## src/rtl/reg_bank_scroll.sv

```systemverilog
// Parametrised register bank with indexed write, registered read, flat readout,
// one-cycle downward scroll and a sequenced one-entry-per-cycle clear.
module reg_bank_scroll #(
    parameter int WIDTH = 16,
    parameter int DEPTH = 16,
    localparam int IDX_W = $clog2(DEPTH)
) (
    input  logic                   Clk,
    input  logic                   Reset,
    input  logic                   Load,
    input  logic [IDX_W-1:0]       Index,
    input  logic [WIDTH-1:0]       D,
    input  logic                   Shift,
    input  logic [WIDTH-1:0]       ShiftIn,
    input  logic                   Clear,
    input  logic [IDX_W-1:0]       RdIdx,
    output logic [WIDTH-1:0]       RdData,
    output logic [DEPTH*WIDTH-1:0] Q,
    output logic                   Busy,
    output logic                   ClearDone
);

    typedef enum logic [0:0] {StIdle, StClear} state_e;

    localparam logic [IDX_W-1:0] LastIdx = IDX_W'(DEPTH - 1);

    state_e           state_q;
    logic [IDX_W-1:0] ptr_q;
    logic [WIDTH-1:0] mem_q   [DEPTH];
    logic [WIDTH-1:0] nxt_val [DEPTH];
    logic [WIDTH-1:0] rd_val;

    // Shift first, then Load overrides the post-shift value at its index.
    for (genvar i = 0; i < DEPTH; i++) begin : g_ent
        logic [WIDTH-1:0] shifted;
        if (i == DEPTH - 1) begin : g_top
            assign shifted = ShiftIn;
        end else begin : g_mid
            assign shifted = mem_q[i+1];
        end
        assign nxt_val[i] = (Load && Index == IDX_W'(i)) ? D :
                            (Shift ? shifted : mem_q[i]);
        assign Q[i*WIDTH +: WIDTH] = mem_q[i];
    end

    // Out-of-range read indices fall through to zero.
    always_comb begin
        rd_val = '0;
        for (int i = 0; i < DEPTH; i++) begin
            if (RdIdx == IDX_W'(i)) rd_val = mem_q[i];
        end
    end

    always_ff @(posedge Clk) begin
        if (Reset) begin
            state_q   <= StIdle;
            ptr_q     <= '0;
            Busy      <= 1'b0;
            ClearDone <= 1'b0;
            RdData    <= '0;
            for (int i = 0; i < DEPTH; i++) mem_q[i] <= '0;
        end else begin
            RdData    <= rd_val;
            ClearDone <= 1'b0;
            unique case (state_q)
                StIdle: begin
                    if (Clear) begin
                        state_q <= StClear;
                        ptr_q   <= '0;
                        Busy    <= 1'b1;
                    end else begin
                        for (int i = 0; i < DEPTH; i++) mem_q[i] <= nxt_val[i];
                    end
                end
                StClear: begin
                    for (int i = 0; i < DEPTH; i++) begin
                        if (ptr_q == IDX_W'(i)) mem_q[i] <= '0;
                    end
                    if (ptr_q == LastIdx) begin
                        state_q   <= StIdle;
                        ptr_q     <= '0;
                        Busy      <= 1'b0;
                        ClearDone <= 1'b1;
                    end else begin
                        ptr_q <= ptr_q + IDX_W'(1);
                    end
                end
                default: state_q <= StIdle;
            endcase
        end
    end

endmodule
```

## config.mk

```make
export PLATFORM = sky130hd
export DESIGN_NAME = reg_bank_scroll
export DESIGN_NICKNAME = d
export VERILOG_FILES = /design/src/rtl/reg_bank_scroll.sv
export SDC_FILE = /design/constraint.sdc
export NUM_CORES = 1
export LEC_CHECK = 0
export ABC_AREA = 1
export ABC_CLOCK_PERIOD_IN_PS = 2350
export CAP_MARGIN = 20
export CORE_MARGIN = 4
export CORE_UTILIZATION = 45
export CTS_BUF_LIST = sky130_fd_sc_hd__clkbuf_8 sky130_fd_sc_hd__clkbuf_16
export CTS_CLUSTER_SIZE = 28
export DETAILED_ROUTE_END_ITERATION = 6
export PLACE_DENSITY = 0.83
export SETUP_SLACK_MARGIN = 0.2
export SLEW_MARGIN = 10
export SYNTH_ARGS = -nofsm -noshare
export SYNTH_HDL_FRONTEND = slang
export SYNTH_SLANG_ARGS = --single-unit
```

## constraint.sdc

```tcl
create_clock -name Clk -period 2.35 [get_ports Clk]
set_clock_uncertainty 0.1 [all_clocks]
set_input_delay 0.3525 -clock Clk [delete_from_list [all_inputs] [get_ports Clk]]
set_output_delay 0.3525 -clock Clk [all_outputs]
set_load 0.01 [all_outputs]
```

Word-level counts from Yosys, hierarchy flattened
Memory sizes are Yosys's and may differ from the RTL's.
Index checks and enable logic that the tools add are counted.
{"block": "totals", "latch_bits": 0, "output_inout_bits": 274, "rom_bits": 0, "memories": 1, "mem_bits_rw": 256, "input_bits": 45, "ff_bits": 23}
{"block": "op_classes", "div": 0, "multipliers": 0, "eq_ne": 47, "reduce_logical": 20, "muxes": 159, "addsub": 1, "order_cmp": 0, "shifts": 0, "bitwise_logic": 33}
{"memory": "mem_q", "words": 16, "word_bits": 16, "read_ports": 16, "rd_ports_with_merged_regs": 0, "wr": 16, "line_no": "29", "text": "logic [WIDTH-1:0] mem_q [DEPTH];"}
{"operator": "$mux W16", "n": 80}
{"operator": "$eq A4 B4 Y1 const B", "n": 24}
{"operator": "$mux W1", "n": 74}
{"operator": "$eq A4 B3 Y1 const B", "n": 12}
{"operator": "$or A1 B1 Y1", "n": 32}
{"operator": "$eq A4 B2 Y1 const B", "n": 6}
{"operator": "$logic_and A1 B1 Y1", "n": 16}
{"operator": "$eq A4 B1 Y1 const B", "n": 3}
{"operator": "$logic_not A4 Y1", "n": 3}
{"operator": "$mux W4", "n": 2}
{"operator": "$pmux W4 S2", "n": 1}
{"operator": "$add A4 B1 Y4 const B", "n": 1}
{"operator": "$pmux W1 S2", "n": 2}
{"operator": "$ne A2 B1 Y1 const B", "n": 1}
{"operator": "$ne A2 B2 Y1 const B", "n": 1}
{"operator": "$reduce_and A2 Y1", "n": 1}
{"operator": "$not A1 Y1", "n": 1}

Longest topological paths before layout
{"block": "logic_depth", "word_depth": 17, "mapped_depth": 14}

Least setup slack after synthesis
OpenSTA, ideal clock, no wires.
{"block": "synth_path", "path_kind": "input port to flip-flop", "start": "input port Reset", "end": "memory mem_q[3][0] (netlist: mem_q[0][48]), enable pin", "stages": 6, "setup_time_ns": 0.397, "required_time_ns": 1.853, "n_path_buf": 2, "arrival_ns": 2.033, "path_slack_ns": -0.180, "cell_sequence": "buf_2 inv_2 nand2_2 clkbuf_1 nor2_1 a22oi_1"}
{"element": "start, declared", "line_no": "9", "text": "input logic Reset,"}
{"element": "end, declared", "line_no": "29"}

==> impl_metrics.yaml <==
status:
  status: "completed"
setup_path:
  rrSetupSlack_ns: 0.30
  end_kind: "primary output"
  required_ns: 1.90
  reg2reg_from: "mem_q[0][39]$_SDFFCE_PP0P_"
  worstSetupStartpoint: "mem_q[0][33]$_SDFFCE_PP0P_"
  timing_worst_setup_path_type: "flip-flop to primary output"
  setup.worst_path.end: "Q[33]"
  rr_worst_depth: 10
  cp_max_fo: 3
  crit_path_start_kind: "flip-flop"
  worstPathArrival_ns: 1.68
  r2r-end: "RdData[7]$_SDFF_PP0_"
sta:
  min_period_over_period_pct: 90.8
  hold_violations: 0
  worst_hold_slack_ns: 0.283
  maxSlewHeadroom_pct: 48.0
  fmax_mhz: 469
  tns_ns: 0
  rsz0062_at_grt: "no"
  tightest_slew_ns: 0.777
  min_period_ns: 2.13
  setup_viol: 0
  final-max-slew-violation-count: 0
floorplanning:
  start_util_pct: 45.7
  fp-row-count: 65
  die_area_mm2: 0.0350
  core_mm2: 0.0316
  die_y_um: 187
  ios: 319
  die_w_um: 187
clock_network:
  clock_path_buffers: 3
  clock_sinks: 279
  root_buffer: "clkbuf_16"
  htree_levels: 1
  cts-buffers-inserted: 31
  clk_latency_ns: 0.57
  clkTransAtPathRegs_ns: 0.06
  cts_tree: "built"
pwr:
  vdd_drop_max_mv: 0.503
  p_total_w: 0.0136
  p_per_area_mw_per_mm2: 672
  p_leak_nw: 7.41
drt:
  avgViaCountPerCell: 6.12
  wirelength_mm: 65.8
  wire_per_inst_um: 24.8
  dr.pass1.iters: 6
  drc_errors: 0
  ant_nets: 0
  via_count: 16200
  drt_iter0_drc: 2182
yosys:
  synthFlopType: "dfxtp_1"
  synth_cells: 1865
  synth_edf_count: 128
  synth_area_mm2: 0.0144
  ys_seq_elements: 279
  synth_cell_types: 34
  yosysWarningCount: 0
  syn-num-nets: 1914
  avgSynthCellArea_um2: 7.73
  synth_seq_area_share_pct: 47.6
  async_flop_share_pct: 0
placed_design:
  place_congestion: 1.01
  dp_hpwl_mm: 49.8
  port_buffers: 318
  place_area_mm2: 0.0190
finish:
  drive_above_1_share_pct: 11.7
  final_common_cell: "nand2_1"
  layout_common_cells: "nand2_1 (320), clkdlybuf4s50_1 (314), a21oi_1 (231)"
  nFillCells: 2705
  final_cell_area_mm2: 0.0202
  final_util_pct: 64.0
  fin_nets: 2272
  syn2layout_area_growth_pct: 40.0
global_route:
  grt_start_max_net_pins: 41
  antenna_found_initial: 2
  first_global_vias: 15600
  grt_usage_pct: 35.7
  grt_overflow: 0
  grt_pass1_wl_mm: 96.8
worst_hold_path:
  hold_path.class: "input port to flip-flop"
  hold_start: "ShiftIn[12]"
flow_run:
  maxCapViolations: 0
[stage by stage]
stage / instances / setup WS [ns]
CTS: 2649 / 0.206
finish: 2652 / 0.217
floorplan: 1865 / 0.248
global route: 2651 / 0.196
global placement: 2591 / -0.706
detailed placement: 2591 / -0.718
[synthesized netlist by cell type (2+ instances only)]
cell type,instances,area share (%)
nor2_4,2,0.16
buf_2,41,1.4
o21ai_1,12,0.42
inv_1,144,3.7
dfxtp_1,151,21
o211ai_1,25,1.3
nor3_4,2,0.23
edfxtp_1,128,27
clkbuf_1,86,2.2
or2_2,4,0.17
nand2_1,325,8.5
ha_1,4,0.35
nand3_1,43,1.5
nor3_1,7,0.24
nor2_2,6,0.26
or2_0,8,0.35
nand4_1,46,2.0
a21oi_1,237,8.2
inv_2,13,0.34
a22oi_1,2,0.10
o21ai_0,227,7.9
nand2_2,2,0.087
a211oi_1,29,1.5
nor2_1,236,6.1
a311oi_1,69,4.2
buf_4,7,0.36
a31oi_4,2,0.30
[flip-flops by register name, summed over array words and instances (netlist names)]
register   count
Busy           1
ClearDone      1
RdData        16
mem_q        256
ptr_q          4
state_q        1
[final cells by class]
type / count / area (µm²) / area share, %
Clock inverter: 16 / 119 / 0.589
Timing Repair Buffer: 460 / 4610 / 22.9
Inverter: 158 / 597 / 2.96
Clock buffer: 42 / 972 / 4.82
Multi-Input combinational cell: 1293 / 6510 / 32.2
Sequential cell: 279 / 6870 / 34.0
Antenna cell: 2 / 5.00 / 0.0248
Tap cell: 402 / 503 / 2.49
[metal layers]
| metal | global-route usage, % | wire length, µm |
|---|---|---|
| met3 | 7.05 | 7640 |
| met2 | 56.7 | 29400 |
| met1 | 45.5 | 24100 |
| met5 | 0 | 11 |
| met4 | 20.9 | 4710 |
[how the worst min path moves through the flow]
stage / end / slack, ns / cells past startpoint
floorplan: state_q$_SDFF_PP0_ / 0.39 / 2
global placement: Busy$_SDFFE_PP0P_ / 0.37 / 2
detailed placement: mem_q[1][56]$_SDFFE_PP0P_ / 0.41 / 2
CTS: mem_q[1][124]$_SDFFE_PP0P_ / 0.27 / 3
global route: mem_q[1][116]$_SDFFE_PP0P_ / 0.29 / 3
finish: mem_q[1][124]$_SDFFE_PP0P_ / 0.28 / 3
[cells by family after synthesis]
kind of cell,count (synthesis),synth area share (%)
xor gates and xnor gates,1,0.0608
buffers and inverters,293,8.17
DFF,279,47.6
AOI/OAI and AO/OA,607,24.2
and+or+nand+nor,681,19.6
adders and majority gates,4,0.347
[critical path: stages (launching register included)]
cell and delay (ns):
edfxtp_1 0.44, buf_4 0.18, clkdlybuf4s50_1 0.49
[power by group]
| group | internal, W | switching [W] |
|---|---|---|
| sequential | 0.00549 | 0.000505 |
| combinational | 0.00111 | 0.00133 |
| clock | 0.00301 | 0.00212 |
[timing repair]
| item | 4_1_cts | 5_1_grt |
|---|---|---|
| pin swaps | 5 | 5 |
| resized for setup | 21 | 13 |
| setup buffers | 0 | 1 |
| endpoints found under the setup margin | 9 | 93 |
| hold buffers | 0 | 0 |
Power figures use the tool's default switching activity.
